### src/rtl/fetch_queue_unit.sv
// fetch_queue_unit: decoupled instruction-fetch front end for the RV32 pipeline.
// Issues sequential word fetches to a variable-latency instruction memory and
// buffers returned {pc, instr} pairs in a DEPTH-entry queue for decode. A
// redirect from EX flushes the queue and discards in-flight responses.
//
// Optional feature macro: FETCH_BYPASS_EN
//   Defined   : a response arriving while the queue is empty (no discard, no
//               redirect) is presented to decode in the same cycle.
//   Undefined : fixed one-cycle response-to-decode latency.
//
// Ports:
//   clk, reset        core clock (rising edge), asynchronous active-high reset
//   imem_req_*        fetch request channel (valid/ready, word-aligned addr)
//   imem_rsp_*        in-order response channel (valid, instruction word)
//   redirect_*        EX-stage flush/restart with new PC (bits [1:0] ignored)
//   if_*              decode-side head entry (valid/ready, pc, instr)
//   inflight          outstanding request count (debug)
module fetch_queue_unit #(
    parameter int unsigned     XLEN     = 32,
    parameter int unsigned     ILEN     = 32,
    parameter int unsigned     DEPTH    = 4,
    parameter logic [XLEN-1:0] RESET_PC = '0
) (
    input  logic                       clk,
    input  logic                       reset,
    output logic                       imem_req_valid,
    input  logic                       imem_req_ready,
    output logic [XLEN-1:0]            imem_req_addr,
    input  logic                       imem_rsp_valid,
    input  logic [ILEN-1:0]            imem_rsp_data,
    input  logic                       redirect_valid,
    input  logic [XLEN-1:0]            redirect_pc,
    output logic                       if_valid,
    input  logic                       if_ready,
    output logic [XLEN-1:0]            if_pc,
    output logic [ILEN-1:0]            if_instr,
    output logic [$clog2(DEPTH):0]     inflight
);

    localparam int unsigned PW = $clog2(DEPTH);
    localparam int unsigned CW = PW + 1;

    // Architectural state
    logic [XLEN-1:0] fetch_pc;
    logic [XLEN-1:0] rsp_pc;
    logic [CW-1:0]   count;
    logic [CW-1:0]   outstanding;
    logic [CW-1:0]   discard;
    logic [PW-1:0]   rd_ptr;
    logic [PW-1:0]   wr_ptr;
    logic [XLEN-1:0] pc_mem    [DEPTH];
    logic [ILEN-1:0] instr_mem [DEPTH];

    // Per-cycle control
    logic            req_fire;
    logic            rsp_keep;
    logic            queue_empty;
    logic            bypass;
    logic            push;
    logic            pop;
    logic [CW:0]     credit_used;
    logic [CW-1:0]   outstanding_next;
    logic [XLEN-1:0] redirect_aligned;
    logic            redirect_lsb_unused;

    assign redirect_aligned    = {redirect_pc[XLEN-1:2], 2'b00};
    assign redirect_lsb_unused = ^redirect_pc[1:0];

    // Credit: in-flight requests plus buffered entries never exceed DEPTH
    assign credit_used    = {1'b0, outstanding} + {1'b0, count};
    assign imem_req_valid = !reset && !redirect_valid && (credit_used < (CW+1)'(DEPTH));
    assign imem_req_addr  = fetch_pc;
    assign req_fire       = imem_req_valid && imem_req_ready;

    // A response survives only when nothing stale is pending and no flush is underway
    assign rsp_keep    = imem_rsp_valid && (discard == '0) && !redirect_valid && !reset;
    assign queue_empty = (count == '0);

`ifdef FETCH_BYPASS_EN
    // Popping the last entry already occupies the decode port, so bypass needs an empty queue
    assign bypass = rsp_keep && queue_empty;
`else
    assign bypass = 1'b0;
`endif

    assign if_valid = !queue_empty || bypass;
    assign pop      = !queue_empty && if_ready && !redirect_valid;
    // A bypassed word consumed by decode never enters the queue
    assign push     = rsp_keep && !(bypass && if_ready);

    assign outstanding_next = outstanding + CW'(req_fire) - CW'(imem_rsp_valid);
    assign inflight         = outstanding;

    // Decode-side view: head entry, bypassed response, or zero when idle
    always_comb begin
        if_pc    = '0;
        if_instr = '0;
        if (!queue_empty) begin
            if_pc    = pc_mem[rd_ptr];
            if_instr = instr_mem[rd_ptr];
        end else if (bypass) begin
            if_pc    = rsp_pc;
            if_instr = imem_rsp_data;
        end
    end

    // Fetch/response PC counters, credit and discard bookkeeping
    always_ff @(posedge clk or posedge reset) begin
        if (reset) begin
            fetch_pc    <= RESET_PC;
            rsp_pc      <= RESET_PC;
            outstanding <= '0;
            discard     <= '0;
        end else begin
            outstanding <= outstanding_next;
            if (redirect_valid) begin
                fetch_pc <= redirect_aligned;
                rsp_pc   <= redirect_aligned;
                // Everything still in flight after this edge belongs to the old path
                discard  <= outstanding_next;
            end else begin
                if (req_fire) begin
                    fetch_pc <= fetch_pc + XLEN'(4);
                end
                if (rsp_keep) begin
                    rsp_pc <= rsp_pc + XLEN'(4);
                end
                if (imem_rsp_valid && (discard != '0)) begin
                    discard <= discard - CW'(1);
                end
            end
        end
    end

    // Queue occupancy and pointers; redirect empties the queue and overrides pop
    always_ff @(posedge clk or posedge reset) begin
        if (reset) begin
            count  <= '0;
            rd_ptr <= '0;
            wr_ptr <= '0;
        end else if (redirect_valid) begin
            count  <= '0;
            rd_ptr <= '0;
            wr_ptr <= '0;
        end else begin
            count  <= count + CW'(push) - CW'(pop);
            rd_ptr <= rd_ptr + PW'(pop);
            wr_ptr <= wr_ptr + PW'(push);
        end
    end

    // Queue storage; contents are qualified by count so no reset is needed
    always_ff @(posedge clk) begin
        if (push) begin
            pc_mem[wr_ptr]    <= rsp_pc;
            instr_mem[wr_ptr] <= imem_rsp_data;
        end
    end

`ifndef SYNTHESIS
    // Memory must never return more words than were requested
    a_rsp_has_request: assert property (
        @(posedge clk) disable iff (reset) imem_rsp_valid |-> (outstanding != '0)
    );
`endif

endmodule

### config.mk
export PLATFORM = sky130hd
export DESIGN_NAME = fetch_queue_unit
export DESIGN_NICKNAME = d
export VERILOG_FILES = /design/src/rtl/fetch_queue_unit.sv
export SDC_FILE = /design/constraint.sdc
export NUM_CORES = 1
export LEC_CHECK = 0
export ABC_AREA = 1
export CAP_MARGIN = 20
export CORE_MARGIN = 1
export CORE_UTILIZATION = 55
export DETAILED_ROUTE_END_ITERATION = 10
export PLACE_DENSITY = 0.85
export SLEW_MARGIN = 30
export SYNTH_ARGS = -nofsm -noshare
export SYNTH_HDL_FRONTEND = slang
export SYNTH_SLANG_ARGS = --single-unit
### constraint.sdc
create_clock -name clk -period 6.3 [get_ports clk]
set_input_delay 1.89 -clock clk [delete_from_list [all_inputs] [get_ports clk]]
set_output_delay 1.89 -clock clk [all_outputs]
set_load 0.02 [all_outputs]
==> flow_summary.ini, run 1 <==
[detailed_routing]
drc = 0
wl_mm = 33.56
vias_per_cell = 5.495
drtPass1Iterations = 5
ant_nets = 0
first_iter_violations = 1024
wl_per_cell_um = 16.53
vias = 11154

[setup_path]
path_cells = clkinv_2 -> buf_4 -> o21ai_0 -> a21oi_1 -> clkdlybuf4s50_1
critPathLaunch = rd_ptr[0]
critPathCaptureType = output port
critPathMaxFanout = 66
crit_slowest_cell = dfrtp_4
cp.arrival_ns = 3.53
crit_buf_inv = 3
max_stage_delay_ns = 0.78
worstReg2RegStart = inflight[2]
critPathKind = reg2out
startpoint_type = flip-flop
required_ns = 4.41
critPathTopFamily = buffers and inverters

[timing]
hold_violations = 0
finalSetupTns_ns = 0
layout_min_cycle_time_ns = 5.420
fin_skew_ns = 0.01323
rsz0062_at_grt = false
slew_viol_final = 0
layout_worst_path_cycle_share_pct = 86.03
slew-limit-headroom_pct = 36.43
fmax_mhz = 184.5
setup_viol = 0
worst_pin_slew_ns = 0.9536

[clocking]
cts.clk_slew.worst_paths_ns = 0.06
clk_latency_ns = 0.55
cts-root-buf = clkbuf_16
cts_resized = 0
post_cts_buffers = 0
clock-sinks = 321
cts_buffers = 31
cts_max_level = 1
tritoncts = yes
cts_buffer_depth = 3
holdBufCountCts = 0

[power_and_ir_drop]
ir_drop_mv = 0.2591
pwr-share-comb_pct = 29.7
p_seq_share_pct = 41.9
total_power_uw = 6172
swShare_pct = 32.23
p_sw_uw = 1990
p_int_uw = 4183
leakage_uw = 0.006800
p_clk_share_pct = 28.3
p_per_area_nw_per_um2 = 351.7

[synthesis]
synth.distinct_cells = 34
yosys_warnings = 0
syn_inst = 1520
synth_top_area_cell = edfxtp_1
synth-seq-cells = 321
seq_area_frac_synth_pct = 63.46
synth.avg_cell_area_um2 = 9.614
synth_area_um2 = 14610
ys_top_cells_by_area = edfxtp_1 (51%), dfrtp_1 (13%), nor2_1 (8.5%)
synth.top_cell.area_share_pct = 50.96

[final_layout]
n_antenna_cell = 0
design_area_um2 = 17550
final_core_util_pct = 67.35
drive_gt1_share_pct = 5.251
finalNonFillerCells = 2030
fin_nets = 1754
synthToLayoutAreaGrowth_pct = 20.10

[global_routing]
grt_max_degree = 81
grt_first_pass_wirelength_mm = 52.02
grt_pass1_vias = 10647
antenna_found_initial = 0
grt_usage_pct = 24.47
grt.overflow.total = 0

[min_path]
hp-class = reg2reg
min-delay-start = discard[1]

[placement]
place.gp.congestion = 0.9058
placedInstanceArea_um2 = 16570
dp.cells = 1972
dp.final_hpwl_mm = 20.86
portBuffers = 164

[floorplanning]
die-area_um2 = 27230
fp.dieW_um = 165
num_rows = 59
initial_core_util_pct = 56.08
chipHeight_um = 165
core_um2 = 26060
pin_count = 171

[outcome]
outcome = finished, final reports clean

[job]
maxCapViolCount = 0
==> metrics by stage <==
| stage | setup slack (ns) | hold WS, ns |
|---|---|---|
| 6_report | 0.8799 | 0.5653 |
| 5_1_grt | 0.7033 | 0.5776 |
| 4_1_cts | 0.9435 | 0.5584 |
| 3_5_place_dp | 0.9430 | 0.5432 |
| 3_3_place_gp | 1.004 | 0.5233 |
| 2_1_floorplan | -0.7999 | 0.4964 |
==> metal layers <==
metal | part of all wire, % | track usage (%) | vias to the layer above
met4 | 2.5 | 7.965 | 0
met5 | 0 | 0 | -
met3 | 7.6 | 3.340 | 83
met1 | 41 | 32.62 | 5251
met2 | 48 | 41.37 | 486
li1 | - | - | 5334
==> sequential cells by signal, indices dropped and copies added, names as in the netlist <==
| name | cells |
|---|---|
| imem_req_addr | 30 |
| discard | 3 |
| instr_mem | 128 |
| rsp_pc | 30 |
| rd_ptr | 2 |
| pc_mem | 120 |
| wr_ptr | 2 |
| count | 3 |
| inflight | 3 |
==> cell usage after synthesis <==
cell / number
dfrtp_1: 73
o221ai_1: 1
o21bai_1: 11
nor2_4: 3
xor2_1: 13
a31oi_1: 1
nand2_4: 1
buf_1: 3
o211ai_1: 6
and2_1: 1
conb_1: 1
inv_1: 110
nand4_1: 1
nor3_1: 5
and3_1: 1
nand2_2: 5
ha_1: 12
buf_6: 3
xnor2_1: 5
buf_4: 6
nor2_2: 3
o21ai_0: 150
nand3_1: 91
nor2_8: 1
edfxtp_1: 248
buf_2: 15
nand3b_1: 1
nor2_1: 331
fa_1: 2
clkbuf_1: 39
inv_2: 6
a21oi_1: 67
nand2_1: 303
nand3_2: 1
==> cells in the final DEF (no fill, tap or decap), types with 5 or more instances in the layout <==
| cell type | Yosys | final |
|---|---|---|
| inv_2 | 6 | 5 |
| nor2_1 | 331 | 330 |
| clkbuf_1 | 39 | 9 |
| clkbuf_16 | 0 | 31 |
| dfrtp_1 | 73 | 71 |
| o21ai_0 | 150 | 150 |
| clkbuf_8 | 0 | 5 |
| a21oi_1 | 67 | 67 |
| ha_1 | 12 | 12 |
| nand2_1 | 303 | 303 |
| xnor2_1 | 5 | 5 |
| inv_1 | 110 | 109 |
| nand2_2 | 5 | 5 |
| nand3_1 | 91 | 91 |
| nor2_4 | 3 | 5 |
| edfxtp_1 | 248 | 248 |
| o211ai_1 | 6 | 6 |
| o21bai_1 | 11 | 11 |
| xor2_1 | 13 | 13 |
| clkinv_2 | 0 | 6 |
| buf_4 | 6 | 14 |
| clkdlybuf4s50_1 | 0 | 164 |
==> area by class of cell <==
cell class                 count  area, um^2
fill                        1840        8509
clock buffer                  45       878.3
sequential                   321        9279
clock inverter                13       96.34
timing repair buffer         180        1802
multi-input combinational   1020        4636
tap                          335       419.2
inverter                     116       439.2
==> logic make-up after synthesis <==
| group | Yosys count | synth area share (%) |
|---|---|---|
| buffers and inverters | 182 | 5.112 |
| adder cells (fa/ha/maj) | 14 | 1.301 |
| AO/OA/AOI/OAI | 236 | 8.408 |
| flip-flops | 321 | 63.46 |
| XOR/XNOR | 18 | 1.079 |
| other | 1 | 0.02566 |
| AND/OR/NAND/NOR | 748 | 20.61 |
==> power by group through the flow <==
stage	combinational (uW)	sequential (uW)	clock, uW
floorplan	957	2610	0
global placement	1720	2620	0
detailed placement	1830	2620	0
CTS	1840	2580	1760
global route	1990	2600	1840
finish	1840	2590	1750
==> worst register-to-register path: cells and delay by family (launching register included) <==
kind                     cells  cell delay, ns
AO/OA/AOI/OAI                1            0.15
buffers and inverters        1            0.04
AND/OR/NAND/NOR              5            0.53
flip-flops                   1            0.41
XOR/XNOR                     2            0.41
adder cells (fa/ha/maj)      4            1.21
==> path summary, 6_finish.rpt <==
kind	end	slack, ns	depth (start not counted)
worst min-delay path	discard[1]	0.57	2
max in group asynchronous	rsp_pc[25]	3.56	3
worst max-delay path	if_instr[21]	0.88	5
worst max register to register	discard[2]	3.45	13
min in group asynchronous	inflight[2]	1.91	2
worst min register to register	discard[1]	0.57	2
Note: power is estimated with default switching activity, not from simulation.
==> run 2, diff against run 1 <==
--- a/config.mk
+++ b/config.mk
@@ -10,6 +10,7 @@
 export CORE_MARGIN = 1
 export CORE_UTILIZATION = 55
 export DETAILED_ROUTE_END_ITERATION = 10
+export GPL_ROUTABILITY_DRIVEN = 0
 export PLACE_DENSITY = 0.85
 export SLEW_MARGIN = 30
 export SYNTH_ARGS = -nofsm -noshare
==> flow_summary.ini, run 2 (same netlist as run 1, synthesis figures left out) <==
[clocking]
cts.clk_slew.worst_paths_ns = 0.06
clock-sinks = 321
post_cts_buffers = 0
cts_max_level = 2
cts_resized = 0
cts-root-buf = clkbuf_16
cts_buffers = 34
clk_latency_ns = 0.51
cts_buffer_depth = 3
holdBufCountCts = 0
tritoncts = yes

[detailed_routing]
first_iter_violations = 1239
drtPass1Iterations = 6
drc = 0
ant_nets = 0
vias_per_cell = 5.518
wl_per_cell_um = 16.83
vias = 11196
wl_mm = 34.15

[final_layout]
drive_gt1_share_pct = 5.195
top_register = instr_mem
synthToLayoutAreaGrowth_pct = 20.70
fin_nets = 1753
largest_reg_flops = 128
finalNonFillerCells = 2029
final_common_cell = nor2_1
top_regs = instr_mem (128), pc_mem (120)
n_antenna_cell = 0
final_cell_mix = nor2_1 (330), nand2_1 (303), edfxtp_1 (248), clkdlybuf4s50_1 (164), o21ai_0 (150)

[setup_path]
critPathMaxFanout = 3
path_cells = clkdlybuf4s50_1 -> nor2_8 -> nand2_2 -> nor2_4 -> clkdlybuf4s50_1
crit_slowest_cell = clkdlybuf4s50_1
required_ns = 4.41
startpoint_type = input pin
max_stage_delay_ns = 0.62
critPathKind = in2out
crit_top_cell = clkdlybuf4s50_1
cp.arrival_ns = 3.44
critPathCaptureType = output port

[timing]
hold_violations = 0
fmax_mhz = 187.7
layout_worst_path_cycle_share_pct = 84.56
rsz0062_at_grt = false
setup_viol = 0
worst_pin_slew_ns = 0.9808
slew-limit-headroom_pct = 34.52
layout_min_cycle_time_ns = 5.327
slew_viol_final = 0
finalSetupTns_ns = 0
hold_ws_ns = 0.5530
fin_skew_ns = 0.02223

[power_and_ir_drop]
p_per_area_nw_per_um2 = 358.0
leakage_uw = 0.006832
ir_drop_mv = 0.3101

[placement]
portBuffers = 164
dp.final_hpwl_mm = 20.41
dp.cells = 1967

[floorplanning]
initial_core_util_pct = 56.08
num_rows = 59
fp.dieW_um = 165
chipHeight_um = 165
die-area_um2 = 27230
core_um2 = 26060
pin_count = 171

[global_routing]
antenna_found_initial = 0
grt_pass1_vias = 10705
grt_max_degree = 95
grt_usage_pct = 25.41
grt_first_pass_wirelength_mm = 53.50
grt.overflow.total = 0

[job]
maxCapViolCount = 0

[outcome]
outcome = finished, final reports clean

[min_path]
hp-class = reg2reg
-- run 2: cell types whose count changed in the layout (fill, tap and decap cells not counted), moves of 4 or more --
cell / delta
buf_4: -5
clkbuf_1: -4
clkbuf_16: +4
clkbuf_8: -4
clkinv_1: +4
-- run 2: final cells by class --
| type | count | area (um^2) |
|---|---|---|
| multi-input combinational | 1020 | 4636 |
| inverter | 116 | 435.4 |
| clock buffer | 41 | 908.4 |
| clock inverter | 20 | 183.9 |
| sequential | 321 | 9279 |
| fill | 1866 | 8421 |
| timing repair buffer | 176 | 1777 |
| tap | 335 | 419.2 |
-- run 2: worst max-delay path: cells and delay by family --
kind,cells,cell delay [ns]
buf+inv,2,1.16
simple gates,3,0.39
-- run 2: final timing paths --
kind | start | end | slack (ns) | depth (start not counted)
max | reset | imem_req_valid | 0.97 | 5
min | inflight[1] | inflight[2] | 0.55 | 1
max reg2reg | inflight[2] | discard[2] | 3.44 | 13
min reg2reg | inflight[1] | inflight[2] | 0.55 | 1
max in group asynchronous | reset | rsp_pc[22] | 3.28 | 3
min in group asynchronous | reset | count[0] | 1.94 | 2
-- run 2: layer usage --
metal	wire length (um)	global-route usage (%)
met1	13820	33.38
met2	16590	42.11
met3	2924	4.571
met4	813	9.508
met5	0	0
-- run 2: per-stage QoR --
step	power, uW	util (%)	area [um^2]	worst slack (ns)
CTS	6339	67.58	17610	0.9669
detailed placement	4395	63.39	16520	0.9703
global route	6593	67.69	17640	0.9321
finish	6314	67.69	17640	0.9725
global placement	4343	63.37	16510	1.002
floorplan	3571	-	14620	-0.7999
-- run 2: where the power goes --
group	switching, uW	internal (uW)	leakage [uW]
Sequential	167	2410	0.00313
Clock	788	1160	0.000530
Combinational	1070	719	0.00318
